`src/rtl/mem_dma_if.sv`:
```
// Memory bus between the DMA engine and a memory responder.
// Follows the picorv32 native handshake: valid/addr/wstrb/wdata out, ready/rdata back.
interface mem_dma_if;
  logic        mem_valid;
  logic        mem_instr;
  logic [31:0] mem_addr;
  logic [3:0]  mem_wstrb;
  logic [31:0] mem_wdata;
  logic        mem_ready;
  logic [31:0] mem_rdata;

  modport master (
    output mem_valid,
    output mem_instr,
    output mem_addr,
    output mem_wstrb,
    output mem_wdata,
    input  mem_ready,
    input  mem_rdata
  );

  modport slave (
    input  mem_valid,
    input  mem_instr,
    input  mem_addr,
    input  mem_wstrb,
    input  mem_wdata,
    output mem_ready,
    output mem_rdata
  );
endinterface

```
`src/rtl/mem_dma.sv`:
```
// Word-by-word memory copy engine: read one word, write it, repeat, with a
// one-cycle idle gap after every completed bus transfer and a per-transfer timeout.
module mem_dma #(
  parameter int TIMEOUT = 255
) (
  input  logic        clk,
  input  logic        resetn,
  input  logic        start,
  input  logic [31:0] src_addr,
  input  logic [31:0] dst_addr,
  input  logic [15:0] len_words,
  output logic        busy,
  output logic        done,
  output logic        error,
  output logic [15:0] words_done,
  mem_dma_if.master   bus
);

  typedef enum logic [2:0] {
    IDLE,
    RD,
    GAP_W,
    WR,
    GAP_R,
    FIN
  } stateT;

  localparam logic [15:0] TO_LAST = 16'(TIMEOUT - 1);

  stateT       r_state;
  logic [31:0] r_srcPtr;
  logic [31:0] r_dstPtr;
  logic [15:0] r_len;
  logic [15:0] r_waitCnt;
  logic [15:0] r_wordsDone;
  logic        r_busy;
  logic        r_done;
  logic        r_error;
  logic        r_memValid;
  logic [31:0] r_memAddr;
  logic [3:0]  r_memWstrb;
  logic [31:0] r_memWdata;

  logic [31:0] w_srcAligned;
  logic [31:0] w_dstAligned;

  assign w_srcAligned = src_addr & ~32'h3;
  assign w_dstAligned = dst_addr & ~32'h3;

  // Every bus output is a register, so addr/wstrb/wdata cannot move while valid is held.
  always_ff @(posedge clk or negedge resetn) begin
    if (!resetn) begin
      r_state     <= IDLE;
      r_srcPtr    <= 32'h0;
      r_dstPtr    <= 32'h0;
      r_len       <= 16'h0;
      r_waitCnt   <= 16'h0;
      r_wordsDone <= 16'h0;
      r_busy      <= 1'b0;
      r_done      <= 1'b0;
      r_error     <= 1'b0;
      r_memValid  <= 1'b0;
      r_memAddr   <= 32'h0;
      r_memWstrb  <= 4'h0;
      r_memWdata  <= 32'h0;
    end else begin
      r_done <= 1'b0;
      case (r_state)
        IDLE: begin
          if (start) begin
            r_srcPtr    <= w_srcAligned;
            r_dstPtr    <= w_dstAligned;
            r_len       <= len_words;
            r_wordsDone <= 16'h0;
            r_error     <= 1'b0;
            r_busy      <= 1'b1;
            if (len_words != 16'h0) begin
              r_state    <= RD;
              r_memValid <= 1'b1;
              r_memAddr  <= w_srcAligned;
              r_memWstrb <= 4'h0;
              r_waitCnt  <= 16'h0;
            end else begin
              r_state <= FIN;
            end
          end
        end

        RD: begin
          if (bus.mem_ready) begin
            r_memWdata <= bus.mem_rdata;
            r_srcPtr   <= r_srcPtr + 32'd4;
            r_memValid <= 1'b0;
            r_state    <= GAP_W;
          end else if (r_waitCnt == TO_LAST) begin
            r_memValid <= 1'b0;
            r_memWstrb <= 4'h0;
            r_error    <= 1'b1;
            r_state    <= FIN;
          end else begin
            r_waitCnt <= r_waitCnt + 16'd1;
          end
        end

        GAP_W: begin
          r_memValid <= 1'b1;
          r_memAddr  <= r_dstPtr;
          r_memWstrb <= 4'hF;
          r_waitCnt  <= 16'h0;
          r_state    <= WR;
        end

        WR: begin
          if (bus.mem_ready) begin
            r_dstPtr    <= r_dstPtr + 32'd4;
            r_wordsDone <= r_wordsDone + 16'd1;
            r_memValid  <= 1'b0;
            r_memWstrb  <= 4'h0;
            r_state     <= GAP_R;
          end else if (r_waitCnt == TO_LAST) begin
            r_memValid <= 1'b0;
            r_memWstrb <= 4'h0;
            r_error    <= 1'b1;
            r_state    <= FIN;
          end else begin
            r_waitCnt <= r_waitCnt + 16'd1;
          end
        end

        GAP_R: begin
          if (r_wordsDone < r_len) begin
            r_memValid <= 1'b1;
            r_memAddr  <= r_srcPtr;
            r_memWstrb <= 4'h0;
            r_waitCnt  <= 16'h0;
            r_state    <= RD;
          end else begin
            r_state <= FIN;
          end
        end

        FIN: begin
          r_done  <= 1'b1;
          r_busy  <= 1'b0;
          r_state <= IDLE;
        end

        default: r_state <= IDLE;
      endcase
    end
  end

  assign busy       = r_busy;
  assign done       = r_done;
  assign error      = r_error;
  assign words_done = r_wordsDone;

  assign bus.mem_valid = r_memValid;
  assign bus.mem_instr = 1'b0;
  assign bus.mem_addr  = r_memAddr;
  assign bus.mem_wstrb = r_memWstrb;
  assign bus.mem_wdata = r_memWdata;

endmodule
```
`src/flat_wrapper.sv`:
```
// flat-port wrapper written by rule: the top's interface ports become plain ports
module mem_dma_flat 
#(
  parameter int TIMEOUT = 255
)
  (clk, resetn, start, src_addr, dst_addr, len_words, busy, done, error, words_done, bus_mem_valid, bus_mem_instr, bus_mem_addr, bus_mem_wstrb, bus_mem_wdata, bus_mem_ready, bus_mem_rdata);
  mem_dma_if bus_i ();
  input  logic clk;
  input  logic resetn;
  input  logic start;
  input  logic [31:0] src_addr;
  input  logic [31:0] dst_addr;
  input  logic [15:0] len_words;
  output logic busy;
  output logic done;
  output logic error;
  output logic [15:0] words_done;
  output wire logic [$bits(bus_i.mem_valid)-1:0] bus_mem_valid;
  output wire logic [$bits(bus_i.mem_instr)-1:0] bus_mem_instr;
  output wire logic [$bits(bus_i.mem_addr)-1:0] bus_mem_addr;
  output wire logic [$bits(bus_i.mem_wstrb)-1:0] bus_mem_wstrb;
  output wire logic [$bits(bus_i.mem_wdata)-1:0] bus_mem_wdata;
  input wire logic [$bits(bus_i.mem_ready)-1:0] bus_mem_ready;
  input wire logic [$bits(bus_i.mem_rdata)-1:0] bus_mem_rdata;
  assign bus_mem_valid = bus_i.mem_valid;
  assign bus_mem_instr = bus_i.mem_instr;
  assign bus_mem_addr = bus_i.mem_addr;
  assign bus_mem_wstrb = bus_i.mem_wstrb;
  assign bus_mem_wdata = bus_i.mem_wdata;
  assign bus_i.mem_ready = bus_mem_ready;
  assign bus_i.mem_rdata = bus_mem_rdata;
  mem_dma #(.TIMEOUT(TIMEOUT)) u_core (.clk(clk), .resetn(resetn), .start(start), .src_addr(src_addr), .dst_addr(dst_addr), .len_words(len_words), .busy(busy), .done(done), .error(error), .words_done(words_done), .bus(bus_i));
endmodule
```
`config.mk`:
```
export PLATFORM = sky130hd
export DESIGN_NAME = mem_dma_flat
export DESIGN_NICKNAME = d
export VERILOG_FILES = /design/src/rtl/mem_dma_if.sv /design/src/rtl/mem_dma.sv /design/src/flat_wrapper.sv
export SDC_FILE = /design/constraint.sdc
export NUM_CORES = 1
export LEC_CHECK = 0
export BUFFER_PORTS_ARGS = -buffer_cell sky130_fd_sc_hd__buf_2
export CAP_MARGIN = 20
export CORE_MARGIN = 3
export CORE_UTILIZATION = 48
export DETAILED_ROUTE_END_ITERATION = 10
export GPL_TIMING_DRIVEN = 0
export MAX_ROUTING_LAYER = met4
export PLACE_DENSITY = 0.7
export SYNTH_ARGS = -nofsm -noshare
export SYNTH_HDL_FRONTEND = slang
export SYNTH_SLANG_ARGS = --single-unit
```
`constraint.sdc`:
```
create_clock -name clk -period 5.2 [get_ports clk]
set_clock_uncertainty 0.1 [all_clocks]
set_input_delay 0.26 -clock clk [delete_from_list [all_inputs] [get_ports clk]]
set_output_delay 0.26 -clock clk [all_outputs]
set_load 0.01 [all_outputs]
```
-- Word-level counts from Yosys, hierarchy flattened
Index checks and enable logic that the tools add are counted.
- flip-flop bits (word level): 187
- bits of input ports: 116
- output and inout bits: 89
- logic and storage cells: 100
- add/sub/neg operators: 4
- $lt $le $gt $ge: 1
- equal/unequal tests: 16
- mux-type cells: 46
- reduce and logical (&&, ||, !) cells: 20
- operators by type and width (kind ; count):
    two-way mux 32 bit ; 7
    case mux 32 bit (2 select lines) ; 2
    two-way mux 16 bit ; 7
    case mux 32 bit (3 select lines) ; 1
    adder 32 x 3 -> 32 bit (second input constant) ; 2
    case mux 16 bit (4 select lines) ; 1
    adder 16 x 1 -> 16 bit (second input constant) ; 2
    case mux 16 bit (2 select lines) ; 1
    two-way mux 4 bit ; 6
    case mux 4 bit (5 select lines) ; 1
    two-way mux 3 bit ; 6
    equality test 16 x 8 -> 1 bit (second input constant) ; 1
    less-than comparator 16 bit ; 1
    nonzero test 16 bit ; 1
    case mux 3 bit (5 select lines) ; 1
    != test 2 bit (second input constant) ; 6
    two-way mux 1 bit ; 10
    AND reduction 5 bit ; 2
    AND reduction 4 bit ; 2
    nonzero test 2 bit ; 4
    equality test 3 x 2 -> 1 bit (second input constant) ; 2
    equality test 3 bit (second input constant) ; 2
    != test 2 x 1 -> 1 bit (second input constant) ; 3
    AND reduction 2 bit ; 3
    11 further kinds ; 13

-- Longest topological paths before layout
- depth in word-level cells: 4
- depth in mapped cells: 9
- gate-level depth less buffers: 8

-- Worst setup path before layout
Ideal clock, no wire load.
- kind: reg-to-reg
- from: register u_core.r_wordsDone[15], in the netlist u_core.words_done[15]
- to: register u_core.r_memAddr[10], in the netlist u_core.bus.mem_addr[10]
- library setup time: 0.125 ns
- arrival time: 2.161 ns
- data required time: 4.975 ns
- setup slack: 2.815 ns
- stages on the path, launching flop included: 9
- cells stage by stage: dfrtp_1 ha_1 nand4_1 nor3_1 nor4_1 a31oi_1 a21oi_2 buf_2 mux2_2
- longest elaborated chain between the ends: 3
- RTL lines (element ; RTL line ; RTL):
    start: declaration ; mem_dma.sv:35 ; logic [15:0] r_wordsDone;
    start signal: assignment ; mem_dma.sv:116 ; r_wordsDone <= r_wordsDone + 16'd1;
    less-than comparator 16 bit ; mem_dma.sv:131 ; if (r_wordsDone < r_len) begin
    != test 2 x 1 -> 1 bit (no line) ; n/a ;
    AND reduction 4 bit (no line) ; n/a ;
    end signal: assignment ; mem_dma.sv:80 ; r_memAddr <= w_srcAligned;
    end signal: assignment ; mem_dma.sv:107 ; r_memAddr <= r_dstPtr;
    end signal: assignment ; mem_dma.sv:133 ; r_memAddr <= r_srcPtr;
    end: declaration ; mem_dma.sv:40 ; logic [31:0] r_memAddr;
Every way passes these cells.
A chain may end at the register's enable or synchronous reset.

-- Final worst setup path
- from: register u_core.r_wordsDone[13], in the netlist u_core.words_done[13]
- to: register u_core.r_memAddr[14], in the netlist u_core.bus.mem_addr[14]
The elaborated chain is that of the path after synthesis.

==> results.toml <==
[power_and_ir_drop]
power_density_mw_per_mm2 = 584.9
power_switching_share = 0.4414
power.net_switching_mw = 3.179
power_frac_comb = 0.467
pwr-share-seq = 0.353
p_leak_nw = 5.445
vdd_drop_max_uv = 312.1
clkPwrFrac = 0.181
p_int_mw = 4.023

[synth]
ys_seq_elements = 182
syn_inst = 1078
synth_warnings = 0
synth_edf_count = 0
synthDistinctLibCells = 64
yosysTopAreaCellShare = 0.4627
ys_seq_area_frac = 0.4627
yosys.area.top_type = "dfrtp_1"
async_flop_share = 1.000
syn_area_per_cell_um2 = 9.131
synth_nets = 1214
syn_area_mm2 = 0.009843
synth_ff_type = "dfrtp_1"
synthTopCellsByArea = "dfrtp_1 (46%), mux2_2 (7.1%), a21oi_1 (6.8%)"

[cells_and_area]
num-nets-final = 1482
final_common_cell = "buf_2"
final_cell_area_mm2 = 0.01231
area_delta_synth_final_pct = 25.09
drive_gt1_frac = 0.2362
fillCellCount = 1738
final_cells = 1626
layout_common_cells = "buf_2 (205), dfrtp_1 (182), a21oi_1 (134)"

[setup_path]
arrival_ps = 3360
worstSetupPathType = "reg -> reg"
r2r_cells = 8
cp_data_required_time_ps = 5430
worstSetupStartpointType = "flip-flop"
crit_fanout = 10
cp-end-kind = "flip-flop"

[hold_path]
hold_class = "in -> reg"
hold_depth = 3

[cts]
cts_tree = "done"
cts_made_buffers = 17
ctsHtreeMaxLevel = 4
insertion_delay_ps = 440
cts_setup_buffers = 0
cts.sinks = 182
cts.clk_slew.worst_paths_ps = 80
cts-root-buf = "clkbuf_16"
clk_path_buf_depth = 2

[detailed_routing]
wl_um = 30790
drtIter0Drc = 941
viasPerCell = 5.977
drc_errors = 0
antenna_left = 0
num_vias = 9719
routedWlPerCell_um = 18.93
dr.pass1.iters = 5

[sta]
drv_slew = 0
fin_crit_sh = 0.6008
fin_setup_tns_ps = 0
slew_headroom = 0.4017
layout_min_cycle_time_ps = 3124
finalSetupViolations = 0
fin_ws_ps = 2076
max_freq_mhz = 320.1
rsz0062_at_grt = "no"
hold_slack_ps = 13.64
hold_viol = 0
tightest_slew_ps = 894.1

[global_routing]
grt_max_degree = 106
grt_pass1_vias = 9045
grt_pass1_wl_um = 48010
grt_antenna_before_repair = 2
grt-ovfl-total = 0
grt_use_total = 0.2791

[run_status]
outcome = "completed"

[die]
die_h_um = 149.2
fp-row-count = 51
dieArea_mm2 = 0.02226
io_pins = 205
core-area_mm2 = 0.01978
initial_core_util = 0.4976
die_width_um = 149.2

[placement]
place_ws_ps = 2111
portBuffers = 198
place_area_mm2 = 0.01120
dp_cells = 1542
hpwl_um = 21640
place.gp.congestion = 0.9328

[run]
max_cap_violations = 0
==> layer usage <==
layer / vias to the layer above / track usage / part of all wire
li1: 4523 / - / -
met1: 4653 / 0.3747 / 0.43
met2: 477 / 0.4322 / 0.47
met3: 66 / 0.04102 / 0.068
met4: 0 / 0.1066 / 0.030
met5: - / - / 0
==> final timing paths <==
| path | to | slack, ps | from |
|---|---|---|---|
| worst min register to register | u_core.bus.mem_addr[23]$_DFFE_PN0P_ | 390 | u_core.bus.mem_addr[23]$_DFFE_PN0P_ |
| worst max-delay path | u_core.bus.mem_addr[14]$_DFFE_PN0P_ | 2080 | u_core.words_done[13]$_DFFE_PN0P_ |
| min in group asynchronous | u_core.words_done[13]$_DFFE_PN0P_ | 310 | resetn |
| worst min-delay path | u_core.r_srcPtr[2]$_DFFE_PN0P_ | 10 | src_addr[2] |
| max in group asynchronous | u_core.r_srcPtr[23]$_DFFE_PN0P_ | 3760 | resetn |
| worst max register to register | u_core.bus.mem_addr[14]$_DFFE_PN0P_ | 2080 | u_core.words_done[13]$_DFFE_PN0P_ |
==> logic make-up after synthesis <==
| kind of cell | after synthesis | share of synthesized area |
|---|---|---|
| adders and majority gates | 20 | 0.02542 |
| other | 1 | 0.0003810 |
| DFF | 182 | 0.4627 |
| muxes | 64 | 0.07309 |
| AOI/OAI and AO/OA | 357 | 0.2165 |
| and+or+nand+nor | 337 | 0.1686 |
| buffers and inverters | 105 | 0.04271 |
| xor gates and xnor gates | 12 | 0.01068 |
==> worst max-delay path: stages, from the launching register on <==
cell,delay [ps]
dfrtp_1,440
ha_1,330
nand4_1,200
nor3_1,80
nor4_1,560
a31oi_1,190
a21oi_2,390
buf_2,350
mux2_2,370
==> registers in the layout, indices dropped and copies added, names as in the netlist <==
signal,count
u_core.bus.mem_addr,31
u_core.bus.mem_valid,1
u_core.bus.mem_wdata,32
u_core.bus.mem_wstrb,4
u_core.busy,1
u_core.done,1
u_core.error,1
u_core.r_dstPtr,30
u_core.r_len,16
u_core.r_srcPtr,30
u_core.r_state,3
u_core.r_waitCnt,16
u_core.words_done,16
==> power groups by stage <==
| stage | Combinational, mW | Sequential, mW | Clock (mW) |
|---|---|---|---|
| 2_1_floorplan | 2.14 | 2.52 | 0 |
| 3_3_place_gp | 3.22 | 2.53 | 0 |
| 3_5_place_dp | 3.28 | 2.54 | 0 |
| 4_1_cts | 3.32 | 2.52 | 1.32 |
| 5_1_grt | 3.69 | 2.61 | 1.38 |
| 6_report | 3.36 | 2.54 | 1.30 |
==> through the flow <==
step                      total power [mW]  utilization
after global placement               5.747       0.5645
after detailed placement             5.826       0.5664
final                                7.201       0.6225
after CTS                            7.167       0.6222
after floorplan                      4.654            -
after global routing                 7.683       0.6225
==> Yosys cell counts, types with 18 or more instances <==
| master | number |
|---|---|
| nand3_1 | 42 |
| o21ai_0 | 70 |
| nand2_1 | 105 |
| mux2_2 | 62 |
| nor2_1 | 69 |
| a21oi_1 | 134 |
| nand4_1 | 27 |
| o22ai_1 | 89 |
| ha_1 | 20 |
| and3_1 | 29 |
| inv_1 | 28 |
| clkbuf_1 | 56 |
| dfrtp_1 | 182 |
| nor3_1 | 18 |
==> cell type report <==
| type | count | area, um2 | area share |
|---|---|---|---|
| multi-input combinational | 791 | 4868 | 0.3954 |
| timing repair buffer | 249 | 1529 | 0.1242 |
| sequential | 182 | 4554 | 0.3699 |
| inverter | 29 | 108.9 | 0.008841 |
| tap | 265 | 331.6 | 0.02693 |
| antenna | 2 | 5.005 | 0.0004065 |
| buffer | 76 | 311.5 | 0.02530 |
| clock inverter | 15 | 178.9 | 0.01453 |
| clock buffer | 17 | 425.4 | 0.03455 |
==> what timing repair did <==
item                                    4_1_cts  5_1_grt
endpoints found under the setup margin        0        0
hold buffers                                 50        0
gates resized for setup                       0        0
hold endpoints to repair                    153        0
No activity file was read; power rests on OpenSTA's default activity.
